<file path="src/rtl/sample_acc_pkg.sv">
`default_nettype none
// ============================================================================
// Module      : sample_acc_pkg
// Description : Shared definitions for the sample_acc_relu block. This package
//               holds the FSM state encoding and the default parameter set
//               (product width, output width, term limit and accumulator
//               width).
// Revision    : 1.0 - initial release
// ============================================================================
package sample_acc_pkg;

    // Default parameter bundle. The accumulator must hold
    // DIN_WIDTH + clog2(MAX_TERMS) + 1 bits: 11 + 8 + 1 = 20 for the defaults.
    localparam int C_DIN_WIDTH  = 11;
    localparam int C_DOUT_WIDTH = 16;
    localparam int C_MAX_TERMS  = 256;
    localparam int C_ACC_WIDTH  = 20;

    // ST_ACC : collecting product beats
    // ST_OUT : holding a finished result until downstream takes it
    typedef enum logic [0:0] {
        ST_ACC = 1'b0,
        ST_OUT = 1'b1
    } state_t;

endpackage : sample_acc_pkg
`default_nettype wire

</file>
<file path="src/rtl/sample_acc_relu_sat.sv">
`default_nettype none
// ============================================================================
// Module      : sample_acc_relu_sat
// Description : Combinational ReLU with upper clamp. This block takes a signed
//               ACC_WIDTH value and produces a non-negative DOUT_WIDTH result
//               in the range 0 .. 2^(DOUT_WIDTH-1)-1.
//               Ports: i_acc  - signed accumulator value
//                      o_data - ReLU / clamped result
//                      o_sat  - result was clipped to the positive maximum
// Revision    : 1.0 - initial release
// ============================================================================
module sample_acc_relu_sat #(
    parameter int ACC_WIDTH  = 20,
    parameter int DOUT_WIDTH = 16
) (
    input  logic signed [ACC_WIDTH-1:0]  i_acc,
    output logic        [DOUT_WIDTH-1:0] o_data,
    output logic                         o_sat
);

    logic w_neg;
    logic w_hi;

    assign w_neg = i_acc[ACC_WIDTH-1];

    // A positive value exceeds the output range when any bit between the sign
    // bit and the output MSB position is set. When the two widths are equal,
    // every non-negative value already fits.
    generate
        if (ACC_WIDTH > DOUT_WIDTH) begin : g_wide
            assign w_hi = |i_acc[ACC_WIDTH-2:DOUT_WIDTH-1];
        end else begin : g_equal
            assign w_hi = 1'b0;
        end
    endgenerate

    always_comb begin
        o_data = '0;
        o_sat  = 1'b0;
        if (w_neg) begin
            o_data = '0;
        end else if (w_hi) begin
            o_data = {1'b0, {(DOUT_WIDTH-1){1'b1}}};
            o_sat  = 1'b1;
        end else begin
            o_data = {1'b0, i_acc[DOUT_WIDTH-2:0]};
        end
    end

endmodule : sample_acc_relu_sat
`default_nettype wire

</file>
<file path="src/rtl/sample_acc_relu.sv">
`default_nettype none
// ============================================================================
// Module      : sample_acc_relu
// Description : This block accumulates signed product beats into a dot product
//               and adds a bias on the first beat. It applies ReLU and clamps
//               the result to the output width. One result is presented per
//               dot product through a valid/ready handshake.
//               Ports: clk, reset (sync, active high), ce (clock enable)
//                      in_valid/in_ready/in_data/in_last/bias - beat input
//                      out_valid/out_ready/out_data/out_sat/out_ovf - result
// Revision    : 1.0 - initial release
// ============================================================================
module sample_acc_relu
    import sample_acc_pkg::*;
#(
    parameter int DIN_WIDTH  = C_DIN_WIDTH,
    parameter int DOUT_WIDTH = C_DOUT_WIDTH,
    parameter int MAX_TERMS  = C_MAX_TERMS,
    parameter int ACC_WIDTH  = C_ACC_WIDTH
) (
    input  logic                         clk,
    input  logic                         reset,
    input  logic                         ce,
    input  logic                         in_valid,
    output logic                         in_ready,
    input  logic signed [DIN_WIDTH-1:0]  in_data,
    input  logic                         in_last,
    input  logic signed [DOUT_WIDTH-1:0] bias,
    output logic                         out_valid,
    input  logic                         out_ready,
    output logic        [DOUT_WIDTH-1:0] out_data,
    output logic                         out_sat,
    output logic                         out_ovf
);

    localparam int CNT_W = (MAX_TERMS > 1) ? $clog2(MAX_TERMS) : 1;

    state_t                        r_state;
    state_t                        w_state_next;
    logic signed [ACC_WIDTH-1:0]   r_acc;
    logic        [CNT_W-1:0]       r_count;
    logic                          r_first;
    logic        [DOUT_WIDTH-1:0]  r_out_data;
    logic                          r_out_sat;
    logic                          r_out_ovf;

    logic                          w_accept;
    logic                          w_take;
    logic                          w_cnt_end;
    logic                          w_term;
    logic                          w_ovf;
    logic signed [ACC_WIDTH-1:0]   w_base;
    logic signed [ACC_WIDTH-1:0]   w_acc_next;
    logic        [DOUT_WIDTH-1:0]  w_sat_data;
    logic                          w_sat_flag;

    // ------------------------------------------------------------------
    // Datapath: sign-extend, add, clamp
    // ------------------------------------------------------------------
    // The first beat starts from the bias instead of the running sum, so no
    // separate clear cycle is needed between dot products.
    assign w_base     = r_first ? ACC_WIDTH'(bias) : r_acc;
    assign w_acc_next = w_base + ACC_WIDTH'(in_data);

    // r_count holds the number of beats accepted so far. The beat that sees
    // MAX_TERMS-1 is therefore the MAX_TERMS-th beat and closes the product.
    assign w_cnt_end = (r_count == CNT_W'(MAX_TERMS - 1));
    assign w_term    = in_last || w_cnt_end;
    assign w_ovf     = w_cnt_end && !in_last;

    sample_acc_relu_sat #(
        .ACC_WIDTH  (ACC_WIDTH),
        .DOUT_WIDTH (DOUT_WIDTH)
    ) u_sat (
        .i_acc  (w_acc_next),
        .o_data (w_sat_data),
        .o_sat  (w_sat_flag)
    );

    // ------------------------------------------------------------------
    // FSM: state register
    // ------------------------------------------------------------------
    always_ff @(posedge clk) begin
        if (reset) begin
            r_state <= ST_ACC;
        end else if (ce) begin
            r_state <= w_state_next;
        end
    end

    // ------------------------------------------------------------------
    // FSM: next state and handshake outputs
    // ------------------------------------------------------------------
    always_comb begin
        w_state_next = r_state;
        in_ready     = 1'b0;
        w_accept     = 1'b0;
        w_take       = 1'b0;
        case (r_state)
            ST_ACC: begin
                in_ready = ce;
                w_accept = ce && in_valid;
                if (w_accept && w_term) begin
                    w_state_next = ST_OUT;
                end
            end
            ST_OUT: begin
                // in_ready stays low here, so a beat waiting during the
                // handshake cycle is taken only on the following cycle.
                w_take = ce && out_ready;
                if (w_take) begin
                    w_state_next = ST_ACC;
                end
            end
            default: begin
                w_state_next = ST_ACC;
            end
        endcase
    end

    assign out_valid = (r_state == ST_OUT);

    // ------------------------------------------------------------------
    // Accumulator, beat counter and result registers
    // ------------------------------------------------------------------
    always_ff @(posedge clk) begin
        if (reset) begin
            r_acc      <= '0;
            r_count    <= '0;
            r_first    <= 1'b1;
            r_out_data <= '0;
            r_out_sat  <= 1'b0;
            r_out_ovf  <= 1'b0;
        end else if (w_accept) begin
            r_acc   <= w_acc_next;
            r_count <= r_count + CNT_W'(1);
            r_first <= 1'b0;
            if (w_term) begin
                r_out_data <= w_sat_data;
                r_out_sat  <= w_sat_flag;
                r_out_ovf  <= w_ovf;
            end
        end else if (w_take) begin
            r_acc   <= '0;
            r_count <= '0;
            r_first <= 1'b1;
        end
    end

    assign out_data = r_out_data;
    assign out_sat  = r_out_sat;
    assign out_ovf  = r_out_ovf;

endmodule : sample_acc_relu
`default_nettype wire

</file>
<file path="config.mk">
export PLATFORM = sky130hd
export DESIGN_NAME = sample_acc_relu
export DESIGN_NICKNAME = d
export VERILOG_FILES = /design/src/rtl/sample_acc_pkg.sv /design/src/rtl/sample_acc_relu_sat.sv /design/src/rtl/sample_acc_relu.sv
export SDC_FILE = /design/constraint.sdc
export NUM_CORES = 1
export LEC_CHECK = 0
export CAP_MARGIN = 10
export CORE_AREA = 2 2 83 85
export CTS_CLUSTER_SIZE = 30
export DETAILED_ROUTE_END_ITERATION = 7
export DIE_AREA = 0 0 85 87
export PLACE_DENSITY = 0.73
export SETUP_SLACK_MARGIN = 0.15
export SYNTH_ARGS = -nofsm -noshare
export SYNTH_HDL_FRONTEND = slang
export SYNTH_SLANG_ARGS = --single-unit
</file>
<file path="constraint.sdc">
create_clock -name clk -period 3.3 [get_ports clk]
set_input_delay 0.495 -clock clk [delete_from_list [all_inputs] [get_ports clk]]
set_output_delay 0.495 -clock clk [all_outputs]
set_load 0.02 [all_outputs]
</file>
==> impl_metrics.ini <==
[status]
status = finished, final reports clean

[die]
core_area_um2 = 6570
io_pins = 53
rows = 30
die_w_um = 85
die_h_um = 87
dieArea_um2 = 7400
initial_utilization = 0.466

[worst_hold_path]
whs_path_depth = 2
hold_class = flop to flop
hp-start = out_sat

[layout]
area_growth_pct = 33.4
fin_nets = 498
utilization = 0.622
drive_gt1_frac = 0.182
num_antenna_cells = 0

[pwr]
ir_drop_mv = 0.282
leakage_nw = 1.55
p_per_area_nw_per_um2 = 437

[timing]
rsz0062_at_grt = true
setup_ws_ns = 0.177
fmax_mhz = 320
period_needed_ns = 3.12
finalCritPeriodShare = 0.946
hold_viol_final = 0
fin_worst_skew_ns = 0.00997
maxSlewViolCount = 0
setup_violations = 0
whs_ns = 0.464

[worst_setup_path]
cp_top_family = buffers and inverters
cp-start-kind = input port
r2r_cells = 13
worstPathCellList = clkdlybuf4s50_1 -> ha_1 -> buf_4 -> a21oi_1 -> o21ai_1 -> o221ai_1 -> o41ai_2 -> xor2_1 -> nor4_4 -> buf_4 -> clkbuf_16 -> o211ai_1
max_stage_delay_ns = 0.71
worstPathMaxFanout = 8
cp.arrival_ns = 3.31
critPathLaunch = in_data[10]
cp_data_required_time_ns = 3.48
cp.depth = 12
cpMostUsedCell = buf_4
crit_buf_inv = 4
crit-reg2reg-launch = r_first
end_kind = flop
worstSetupPathType = input port to flop
cp_slowest_cell = clkdlybuf4s50_1

[clock_network]
clock_latency_ns = 0.30
numCtsBuffers = 5
cts_buffer_depth = 2
root_buffer = clkbuf_8
clkSinkCount = 47
cts_tree = done
clkSlewWorstSetupHoldPaths_ns = 0.09
h-tree-depth = 2

[yosys]
yosysSeqAreaShare = 0.307
yosys_warnings = 0
yosys.area_share.adder = 0.0883
synth_cells = 372
synth_edf_count = 0
synth_async_sr_flop_share = 0
synthesis.area_um2 = 3060
synth_ff_type = dfxtp_1
synth_compound_area_frac = 0.260
synth-xor-area-share = 0.0429
synth_top_family_by_area = compound AO/OA/AOI/OAI gates
synthMuxAreaShare = 0.0552
yosys.cell_types.count = 51
ys_ff_latch = 47
avgSynthCellArea_um2 = 8.23
syn-num-nets = 426
synth-simple-area-share = 0.205

[routing]
drt.antenna.violating_nets = 0
drc = 0
drt-pass1-iter-count = 7
drtIter0Drc = 198
num_vias = 3138
via_per_inst = 5.98
wirelength_um = 8550
wl_per_cell_um = 16.3

[flow_run]
drv_cap = 0

[placed_design]
portBuffers = 51
gp_congestion = 0.933
dp_hpwl_um = 6270
dp_slack_ns = -0.191

[global_routing]
grt_max_degree = 25
overflow = 0
grt_pass1_vias = 2846
track_usage = 0.221
antenna_found_initial = 0
grt_pass1_wl_um = 13400
[path summary, 6_finish.rpt]
kind         slack [ns]     endpoint
max                0.18  out_data[6]
min                0.46      out_sat
max reg2reg        0.18  out_data[6]
min reg2reg        0.46      out_sat
[cell families after synthesis]
logic type	count (synthesis)
AO/OA/AOI/OAI	118
XOR/XNOR	15
adder cells (fa/ha/maj)	21
buffers and inverters	27
flip-flops	47
multiplexers	15
other	1
AND/OR/NAND/NOR	128
[worst reg2reg max path, delay by kind of cell (launching register included)]
kind,cells,cell delay (ns)
flip-flops,1,0.40
buffers and inverters,4,0.67
XOR/XNOR,1,0.22
multiplexers,1,0.35
AND/OR/NAND/NOR,1,0.27
adder cells (fa/ha/maj),1,0.30
AO/OA/AOI/OAI,5,0.81
[repair_timing]
action,4_1_cts,5_1_grt
setup buffers,0,3
hold buffers,0,0
cloned,0,1
resized for setup,3,21
setup endpoints to repair,16,18
pin swaps,0,8
[state kept, by name (all words and copies together), names as in the netlist]
register   flops
r_acc         20
out_data      15
r_count        8
out_ovf        1
out_sat        1
out_valid      1
r_first        1
[power by group]
group	switching, mW	total (mW)	leakage (nW)	internal (mW)
clock	0.216	0.444	0.0548	0.229
combinational	0.385	0.707	1.12	0.322
sequential	0.0243	0.634	0.383	0.609
[cells in the mapped netlist, drive strengths merged (2+ instances only)]
master | number | area (um^2)
xnor2 | 6 | 52.6
nor2b | 3 | 18.8
a21oi | 28 | 144
mux2 | 15 | 169
buf | 7 | 45.0
or3 | 5 | 32.5
o21ai | 26 | 134
a21o | 3 | 22.5
clkbuf | 13 | 48.8
o21bai | 2 | 15.0
a211oi | 7 | 57.6
and3 | 2 | 12.5
dfxtp | 47 | 941
a2111oi | 2 | 17.5
a22oi | 20 | 150
xor2 | 9 | 78.8
nor2 | 40 | 150
nor4 | 2 | 27.5
o41ai | 2 | 32.5
o21a | 2 | 15.0
o211ai | 21 | 168
nand2 | 36 | 135
and2 | 2 | 12.5
nand3 | 9 | 50.1
ha | 20 | 250
nand3b | 3 | 22.5
inv | 7 | 26.3
nand4 | 20 | 125
or2 | 2 | 12.5
[cell usage in the layout, fill, tap and decap left out, types with 2 or more instances in the layout]
cell / count
a211oi_1: 5
inv_1: 7
or3_1: 4
nand3b_1: 3
a21oi_1: 24
xnor2_1: 6
ha_1: 19
o211ai_2: 2
a211oi_2: 2
o21bai_1: 2
mux2_4: 2
o21a_1: 2
clkbuf_8: 5
nand3_1: 8
nor2_1: 40
mux2_2: 13
nand2_1: 36
and3_1: 2
dfxtp_1: 46
or2_2: 2
a22oi_1: 20
o211ai_1: 19
nor2b_1: 3
o21ai_0: 20
clkdlybuf4s50_1: 50
buf_4: 31
o21ai_1: 5
a21oi_2: 4
and2_1: 2
a21o_1: 3
xor2_1: 8
nand4_1: 20
[metal layers]
metal,wire length [um],up-vias,GRT usage
met2,4060,117,0.374
met5,0,-,0
met3,504,15,0.0313
met1,3830,1485,0.296
li1,-,1521,-
met4,148,0,0.0620
[metrics by stage]
stage | TNS, ns | area [um^2] | std cells | total power [mW]
floorplan | 0 | 3060 | 372 | 1.05
global placement | -1.04 | 3810 | 513 | 1.28
detailed placement | -2.82 | 3810 | 513 | 1.29
CTS | 0 | 3940 | 521 | 1.74
global route | 0 | 4080 | 525 | 1.87
finish | 0 | 4080 | 525 | 1.78
[layout make-up]
class                   instances  area, um^2
fillers                       578        2480
clock buffers                   5        68.8
multi-input cells             298        2100
repair buffers                 85         802
inverters                       7        26.3
well taps                      80         100
clock inverters                 3        46.3
flip-flops and latches         47         945
(Power assumes the default switching activity.)
